**src/rtl/yuv422_stream_sequencer_pkg.sv**
```systemverilog
// Shared types for the 4:2:2 stream sequencer: FSM states and chroma phase encoding.
package yuv_stream_pkg;

    typedef enum logic [2:0] {
        IDLE,
        WAIT_FRAME,
        ARMED,
        WAIT_LINE,
        LINE
    } state_t;

    localparam logic PH_CB = 1'b0;
    localparam logic PH_CR = 1'b1;

endpackage

```
**src/rtl/yuv422_stream_sequencer_if.sv**
```systemverilog
// Camera-side controls and converter-side qualified stream for the 4:2:2 sequencer.
interface yuv422_stream_sequencer_if #(
    parameter int COL_W = 11,
    parameter int ROW_W = 10
);
    logic             enable;
    logic             frame_valid;
    logic             line_valid;
    logic             data_valid;
    logic             err_clr;

    logic             conv_valid;
    logic             phase_cr;
    logic [COL_W-1:0] col;
    logic [ROW_W-1:0] row;
    logic             sof;
    logic             eol;
    logic             eof;
    logic             line_err;
    logic             frame_err;
    logic             busy;

    modport master (
        output enable, frame_valid, line_valid, data_valid, err_clr,
        input  conv_valid, phase_cr, col, row, sof, eol, eof, line_err, frame_err, busy
    );

    modport slave (
        input  enable, frame_valid, line_valid, data_valid, err_clr,
        output conv_valid, phase_cr, col, row, sof, eol, eof, line_err, frame_err, busy
    );
endinterface

```
**src/rtl/yuv422_stream_sequencer.sv**
```systemverilog
// Qualifies camera words against frame/line syncs, re-aligns Cb/Cr phase every line and
// emits coordinates, frame markers and sticky sync-error flags, all one cycle after input.
module yuv422_stream_sequencer
    import yuv_stream_pkg::*;
#(
    parameter int H_ACTIVE = 640,
    parameter int V_ACTIVE = 480,
    parameter int COL_W    = 11,
    parameter int ROW_W    = 10
) (
    input logic                      iCLK,
    input logic                      iRST_N,
    yuv422_stream_sequencer_if.slave bus
);
    localparam logic [COL_W-1:0] H_END  = COL_W'(H_ACTIVE);
    localparam logic [COL_W-1:0] H_LAST = COL_W'(H_ACTIVE - 1);
    localparam logic [ROW_W-1:0] V_END  = ROW_W'(V_ACTIVE);
    localparam logic [ROW_W-1:0] V_LAST = ROW_W'(V_ACTIVE - 1);

    state_t           state, state_nxt;
    logic [COL_W-1:0] col_cnt, col_base, col_after;
    logic [ROW_W-1:0] row_cnt, row_after;
    logic             phase, phase_base;
    logic             col_ovf, col_ovf_after, row_ovf, row_ovf_after;
    logic             line_start, in_line, row_open, word, accept;
    logic             line_end, frame_end, frame_start;
    logic             line_err_set, frame_err_set;

    // Counters saturate, so the *_ovf flags remember that extra words/lines were seen.
    always_comb begin
        line_start    = (state == WAIT_LINE) && bus.frame_valid && bus.line_valid;
        in_line       = line_start || (state == LINE);
        row_open      = row_cnt < V_END;
        col_base      = line_start ? '0 : col_cnt;
        phase_base    = line_start ? PH_CB : phase;
        word          = in_line && bus.line_valid && bus.data_valid && row_open;
        accept        = word && (col_base < H_END);
        col_after     = col_base + COL_W'(accept);
        col_ovf_after = (col_ovf && !line_start) || (word && !accept);
        line_end      = (state == LINE) && (!bus.line_valid || !bus.frame_valid);
        frame_end     = ((state == WAIT_LINE) || (state == LINE)) && !bus.frame_valid;
        frame_start   = (state == ARMED) && bus.enable && bus.frame_valid;
        line_err_set  = line_end && row_open && ((col_after != H_END) || col_ovf_after);
        row_after     = (line_end && row_open) ? row_cnt + ROW_W'(1) : row_cnt;
        row_ovf_after = row_ovf || (line_end && !row_open);
        frame_err_set = frame_end && ((row_after != V_END) || row_ovf_after);
    end

    // WAIT_FRAME only hands over once frame_valid was seen low, so a high level in ARMED is a rise.
    always_comb begin
        state_nxt = state;
        case (state)
            IDLE:       if (bus.enable) state_nxt = WAIT_FRAME;
            WAIT_FRAME: if (!bus.enable) state_nxt = IDLE;
                        else if (!bus.frame_valid) state_nxt = ARMED;
            ARMED:      if (!bus.enable) state_nxt = IDLE;
                        else if (bus.frame_valid) state_nxt = WAIT_LINE;
            WAIT_LINE:  if (!bus.frame_valid) state_nxt = bus.enable ? WAIT_FRAME : IDLE;
                        else if (bus.line_valid) state_nxt = LINE;
            LINE:       if (!bus.frame_valid) state_nxt = bus.enable ? WAIT_FRAME : IDLE;
                        else if (!bus.line_valid) state_nxt = WAIT_LINE;
            default:    state_nxt = IDLE;
        endcase
    end

    always_ff @(posedge iCLK or negedge iRST_N) begin
        if (!iRST_N) begin
            state          <= IDLE;
            col_cnt        <= '0;
            row_cnt        <= '0;
            phase          <= PH_CB;
            col_ovf        <= 1'b0;
            row_ovf        <= 1'b0;
            bus.conv_valid <= 1'b0;
            bus.phase_cr   <= 1'b0;
            bus.col        <= '0;
            bus.row        <= '0;
            bus.sof        <= 1'b0;
            bus.eol        <= 1'b0;
            bus.eof        <= 1'b0;
            bus.line_err   <= 1'b0;
            bus.frame_err  <= 1'b0;
            bus.busy       <= 1'b0;
        end else begin
            state   <= state_nxt;
            col_cnt <= col_after;
            col_ovf <= col_ovf_after;
            phase   <= accept ? ~phase_base : phase_base;
            if (frame_start) begin
                row_cnt <= '0;
                row_ovf <= 1'b0;
            end else begin
                row_cnt <= row_after;
                row_ovf <= row_ovf_after;
            end

            bus.conv_valid <= accept;
            bus.sof        <= accept && (col_base == '0) && (row_cnt == '0);
            bus.eol        <= accept && (col_base == H_LAST);
            bus.eof        <= accept && (col_base == H_LAST) && (row_cnt == V_LAST);
            if (accept) begin
                bus.phase_cr <= phase_base;
                bus.col      <= col_base;
                bus.row      <= row_cnt;
            end

            // A new error in the clearing cycle keeps the flag set.
            bus.line_err  <= line_err_set || (bus.line_err && !bus.err_clr);
            bus.frame_err <= frame_err_set || (bus.frame_err && !bus.err_clr);
            bus.busy      <= state_nxt != IDLE;
        end
    end

endmodule

```
**src/flat_wrapper.sv**
```systemverilog
// flat-port wrapper written by rule: the top's interface ports become plain ports
module yuv422_stream_sequencer_flat import yuv_stream_pkg::*;
#(
    parameter int H_ACTIVE = 640,
    parameter int V_ACTIVE = 480,
    parameter int COL_W    = 11,
    parameter int ROW_W    = 10
)
  (iCLK, iRST_N, bus_enable, bus_frame_valid, bus_line_valid, bus_data_valid, bus_err_clr, bus_conv_valid, bus_phase_cr, bus_col, bus_row, bus_sof, bus_eol, bus_eof, bus_line_err, bus_frame_err, bus_busy);
  yuv422_stream_sequencer_if #(.COL_W(COL_W), .ROW_W(ROW_W)) bus_i ();
  input logic iCLK;
  input logic iRST_N;
  input wire logic [$bits(bus_i.enable)-1:0] bus_enable;
  input wire logic [$bits(bus_i.frame_valid)-1:0] bus_frame_valid;
  input wire logic [$bits(bus_i.line_valid)-1:0] bus_line_valid;
  input wire logic [$bits(bus_i.data_valid)-1:0] bus_data_valid;
  input wire logic [$bits(bus_i.err_clr)-1:0] bus_err_clr;
  output wire logic [$bits(bus_i.conv_valid)-1:0] bus_conv_valid;
  output wire logic [$bits(bus_i.phase_cr)-1:0] bus_phase_cr;
  output wire logic [$bits(bus_i.col)-1:0] bus_col;
  output wire logic [$bits(bus_i.row)-1:0] bus_row;
  output wire logic [$bits(bus_i.sof)-1:0] bus_sof;
  output wire logic [$bits(bus_i.eol)-1:0] bus_eol;
  output wire logic [$bits(bus_i.eof)-1:0] bus_eof;
  output wire logic [$bits(bus_i.line_err)-1:0] bus_line_err;
  output wire logic [$bits(bus_i.frame_err)-1:0] bus_frame_err;
  output wire logic [$bits(bus_i.busy)-1:0] bus_busy;
  assign bus_i.enable = bus_enable;
  assign bus_i.frame_valid = bus_frame_valid;
  assign bus_i.line_valid = bus_line_valid;
  assign bus_i.data_valid = bus_data_valid;
  assign bus_i.err_clr = bus_err_clr;
  assign bus_conv_valid = bus_i.conv_valid;
  assign bus_phase_cr = bus_i.phase_cr;
  assign bus_col = bus_i.col;
  assign bus_row = bus_i.row;
  assign bus_sof = bus_i.sof;
  assign bus_eol = bus_i.eol;
  assign bus_eof = bus_i.eof;
  assign bus_line_err = bus_i.line_err;
  assign bus_frame_err = bus_i.frame_err;
  assign bus_busy = bus_i.busy;
  yuv422_stream_sequencer #(.H_ACTIVE(H_ACTIVE), .V_ACTIVE(V_ACTIVE), .COL_W(COL_W), .ROW_W(ROW_W)) u_core (.iCLK(iCLK), .iRST_N(iRST_N), .bus(bus_i));
endmodule
```
**config.mk**
```make
export PLATFORM = sky130hd
export DESIGN_NAME = yuv422_stream_sequencer_flat
export DESIGN_NICKNAME = d
export VERILOG_FILES = /design/src/rtl/yuv422_stream_sequencer_pkg.sv /design/src/rtl/yuv422_stream_sequencer_if.sv /design/src/rtl/yuv422_stream_sequencer.sv /design/src/flat_wrapper.sv
export SDC_FILE = /design/constraint.sdc
export NUM_CORES = 1
export LEC_CHECK = 0
export CAP_MARGIN = 20
export CORE_MARGIN = 10
export CORE_UTILIZATION = 50
export DETAILED_ROUTE_END_ITERATION = 8
export PLACE_DENSITY = 0.8
export SKIP_LAST_GASP = 1
export SLEW_MARGIN = 5
export SYNTH_ARGS = -nofsm -noshare
export SYNTH_HDL_FRONTEND = slang
export SYNTH_SLANG_ARGS = --single-unit
```
**constraint.sdc**
```tcl
create_clock -name iCLK -period 5.1 [get_ports iCLK]
set_clock_uncertainty 0.15 [all_clocks]
set_input_delay 0.51 -clock iCLK [delete_from_list [all_inputs] [get_ports iCLK]]
set_output_delay 0.51 -clock iCLK [all_outputs]
set_load 0.1 [all_outputs]
```
==> key figures <==
Cells and area
  – Area growth, synth to finish: 13.4%
  – Fill cell count: 514
  – Area of combinational cells with multiple inputs: ~1400 µm²
  – Share of final-layout standard cells stronger than drive strength 1: 9.97%
  – Number of nets at the end of the flow: roughly 330
  – Storage element area: between 1000 and 1500 µm²
  – Inserted Diodes: 0

Setup path
  – Largest driver fanout on the critical path: 10
  – Top delay family on crit path: simple AND/OR/NAND/NOR gates
  – Most frequent cell on the critical path: sky130_fd_sc_hd__and2_1
  – Critical path depth in cells: 10
  – CP max stage delay: ~0.67 ns
  – R2r startpoint: u_core.state[1]
  – Data required time of the critical path: approximately 5 ns
  – Endpoint of the lowest-slack register-to-register path: u_core.bus.line_err
  – Kind of end point of the critical path: flop
  – Crit path arrival time: 3.29 ns
  – Category of the worst setup path launch point: primary input
  – Register-to-Register Path Depth: 10
  – Setup crit end: u_core.bus.line_err
  – Cell-by-cell trace of the critical path: clkdlybuf4s50_1 -> and2_1 -> nand3_1 -> and2_1 -> ha_1 -> nand4_1 -> nor2_1 -> or3b_2 -> a21oi_1 -> a41oi_1
  – Cell with the largest stage delay on the worst path: sky130_fd_sc_hd__clkdlybuf4s50_1
  – CP Class: in -> reg
  – Reg-to-reg slack, setup: 2.18 ns
  – Count of buffer and inverter cells on the critical path: 1
  – Worst setup startpoint: bus_frame_valid

Synthesis
  – Post-synth ARST share: between 90% and 100%
  – Number of warning messages in the yosys log: 0
  – Instance count of the mapped netlist: 298
  – Post-Synthesis Cell Area: about 3000 µm²
  – Number of nets in the synthesized netlist: 309
  – Fraction of the yosys area taken by sequential cells: 47.8%
  – Largest family of logic cells by synthesized area: simple AND/OR/NAND/NOR gates
  – Number of unique standard cell types used by synthesis: between 50 and 60
  – Synth Flop Type: sky130_fd_sc_hd__dfrtp_1
  – Synth Area in Adders: under 10%
  – Post-synthesis share of cell area spent on xor and xnor gates: a little over 5%
  – Number of flip-flops and latches in the synthesized netlist: between 50 and 60
  – Synth Area in Simple Gates: 24.4%
  – Synthesized area divided by synthesized cell count: roughly 9.8 µm²
  – Multiplexer area fraction after synthesis: between 3 and 4%
  – Number of synthesized flops with an enable pin: 0
  – Post-synthesis compound-gate area fraction: ~11%

Die
  – IO Count: 36
  – Number of core rows: 27
  – Die area: roughly 9300 µm²
  – Starting utilization of the core area: 52.3%
  – Floorplan core area: about 5600 µm²
  – Die height: roughly 97 µm
  – Die span in x: between 90 and 100 µm

Route
  – Total number of vias: 2156
  – Initial detailed-routing violation count: 99
  – Per-cell via count in the routed design: 5.49
  – Routed length per placed instance: roughly 15 µm
  – Number of search-and-repair iterations in the first detailed-routing pass: 4
  – Antenna violation net count after detailed routing: 0
  – Final routed DRC violation total: 0
  – Total length of routed wires: roughly 6100 µm

Timing
  – Final hold vios: 0
  – Final count of pins violating max slew: 0
  – Minimum clock period: approximately 3.2 ns
  – RSZ-0062 raised after global routing: false
  – Max Freq: 0.309 GHz
  – Final period util: between 60% and 70%
  – Post-route setup slack: around 1.9 ns
  – Post-Route Setup TNS: 0 ns
  – Final setup violation count: 0
  – Worst slew slack as a fraction of its limit: approximately 34%
  – Min Hold Slack: roughly 0.16 ns
  – Slew at the pin closest to its max-slew limit: slightly below 1 ns

Placed design
  – Count of buffers inserted at the top-level ports: 35
  – Place WS: roughly 1.5 ns
  – Final HPWL DP: around 4400 µm
  – Final weighted congestion of routability-driven global placement: ~0.85

Global routing
  – Aggregate global-route resource usage: between 10% and 20%
  – Global-route wire length before repair: 10300 µm
  – Fraction of met2 tracks used by global routing: between 20% and 30%
  – Number of global-route vias before repair: between 2000 and 2500
  – GR Layer Usage met1: between 10% and 20%
  – Grt total ovfl: 0
  – Global routing usage on met3: between 2 and 3%
  – Largest net degree at the start of global routing: between 50 and 60
  – Initial antenna violation count: 0
  – Most used routing layer in global routing: met2

Hold path
  – Classification of the worst-slack hold path: in -> async

Clock network
  – Number of buffers inserted for hold repair after clock tree synthesis: 0
  – Post-cts resize count: 0
  – Deepest clock path buffer count: 2
  – Sinks on the clock net: 56
  – Post-CTS repair timing setup buffer count: 0
  – Total CTS buffers: 5
  – Clock latency at the later pin of the worst-skew pair: ~0.32 ns
  – Clock-pin slew reported for the worst setup and hold paths after clock tree synthesis: 0.11 ns
  – H-tree lvl count: 2
  – Root Buffer Master: sky130_fd_sc_hd__clkbuf_8
  – CTS tree: yes

Power
  – Design Power: 939 µW
  – Leakage power of the design: around 1.4 nW
  – Worst VDD drop: 0.138 mV
  – Power per cell area: 282 nW/µm²

Run status
  – Result of the run: complete, no violations

Flow run
  – Max-cap viol count: 0
routing by layer:
layer | vias to the layer above | share of wire, %
li1 | 1075 | -
met1 | 1029 | 47
met2 | 46 | 47
met3 | 6 | 5.0
met4 | 0 | 1.5
met5 | - | 0
where the power goes:
part	total, mW	switching [mW]	internal (mW)
Combinational	0.183	0.126	0.0571
Sequential	0.500	0.0288	0.472
Clock	0.256	0.155	0.100
Total	0.939	0.310	0.629
registers in the layout (all words and copies together), names as in the netlist:
signal / count
u_core.bus.col: 11
u_core.col_cnt: 11
u_core.bus.row: 10
u_core.row_cnt: 10
u_core.state: 3
u_core.bus.busy: 1
u_core.bus.conv_valid: 1
u_core.bus.eof: 1
u_core.bus.eol: 1
u_core.bus.frame_err: 1
u_core.bus.line_err: 1
u_core.bus.phase_cr: 1
u_core.bus.sof: 1
u_core.col_ovf: 1
u_core.phase: 1
u_core.row_ovf: 1
Yosys cell counts, types with 6 or more instances:
master / number / share of area [%]
sky130_fd_sc_hd__a21oi_1: 7 / 1.2
sky130_fd_sc_hd__buf_2: 6 / 1.0
sky130_fd_sc_hd__clkbuf_1: 7 / 0.90
sky130_fd_sc_hd__dfrtp_1: 56 / 48
sky130_fd_sc_hd__nand2_1: 33 / 4.2
sky130_fd_sc_hd__nand3_1: 10 / 1.7
sky130_fd_sc_hd__nand4_1: 8 / 1.7
sky130_fd_sc_hd__nor2_1: 30 / 3.8
sky130_fd_sc_hd__nor3_1: 10 / 1.7
sky130_fd_sc_hd__nor4_1: 6 / 1.3
sky130_fd_sc_hd__o21ai_0: 21 / 3.6
sky130_fd_sc_hd__xnor2_1: 9 / 2.7
sky130_fd_sc_hd__xor2_1: 8 / 2.4
placed cells by master, fill, tap and decap left out, types with 6 or more instances in the layout:
master                            instances
sky130_fd_sc_hd__dfrtp_1                 56
sky130_fd_sc_hd__o21ai_0                 21
sky130_fd_sc_hd__a21oi_1                  7
sky130_fd_sc_hd__nor3_1                  10
sky130_fd_sc_hd__nor4_1                   6
sky130_fd_sc_hd__clkdlybuf4s50_1         34
sky130_fd_sc_hd__nor2_1                  30
sky130_fd_sc_hd__nand2_1                 33
sky130_fd_sc_hd__nand4_1                  8
sky130_fd_sc_hd__nand3_1                 10
sky130_fd_sc_hd__xor2_1                   8
sky130_fd_sc_hd__xnor2_1                  9
per-stage QoR:
step | instances | utilization [%] | area [µm²]
5_1_grt | 393 | 59.3 | 3330
4_1_cts | 393 | 59.3 | 3330
3_3_place_gp | 385 | 57.6 | 3230
2_1_floorplan | 298 | - | 2930
6_report | 393 | 59.3 | 3330
3_5_place_dp | 385 | 57.6 | 3230
how the worst min path moves through the flow:
stage / slack [ns] / end / start / depth (start not counted)
final: 0.16 / u_core.col_cnt[1] / iRST_N / 2
after global routing: 0.23 / u_core.col_cnt[7] / iRST_N / 2
after CTS: 0.18 / u_core.bus.col[9] / iRST_N / 2
after detailed placement: 0.32 / u_core.bus.col[1] / u_core.bus.col[1] / 2
after global placement: 0.31 / u_core.bus.col[9] / u_core.bus.col[9] / 2
after floorplan: 0.06 / u_core.bus.busy / iRST_N / 0
cells by family after synthesis:
kind of cell,after synthesis
adders and majority gates,4
muxes,10
and+or+nand+nor,134
DFF,56
AOI/OAI and AO/OA,49
xor gates and xnor gates,17
buffers and inverters,28
area by class of cell:
cell class | instances | area share, %
sequential | 56 | 42.1
multi-input combinational | 214 | 40.7
timing repair buffer | 38 | 11.1
tap | 72 | 2.71
clock buffer | 5 | 2.07
clock inverter | 3 | 0.752
inverter | 5 | 0.564
(Power assumes the default switching activity.)
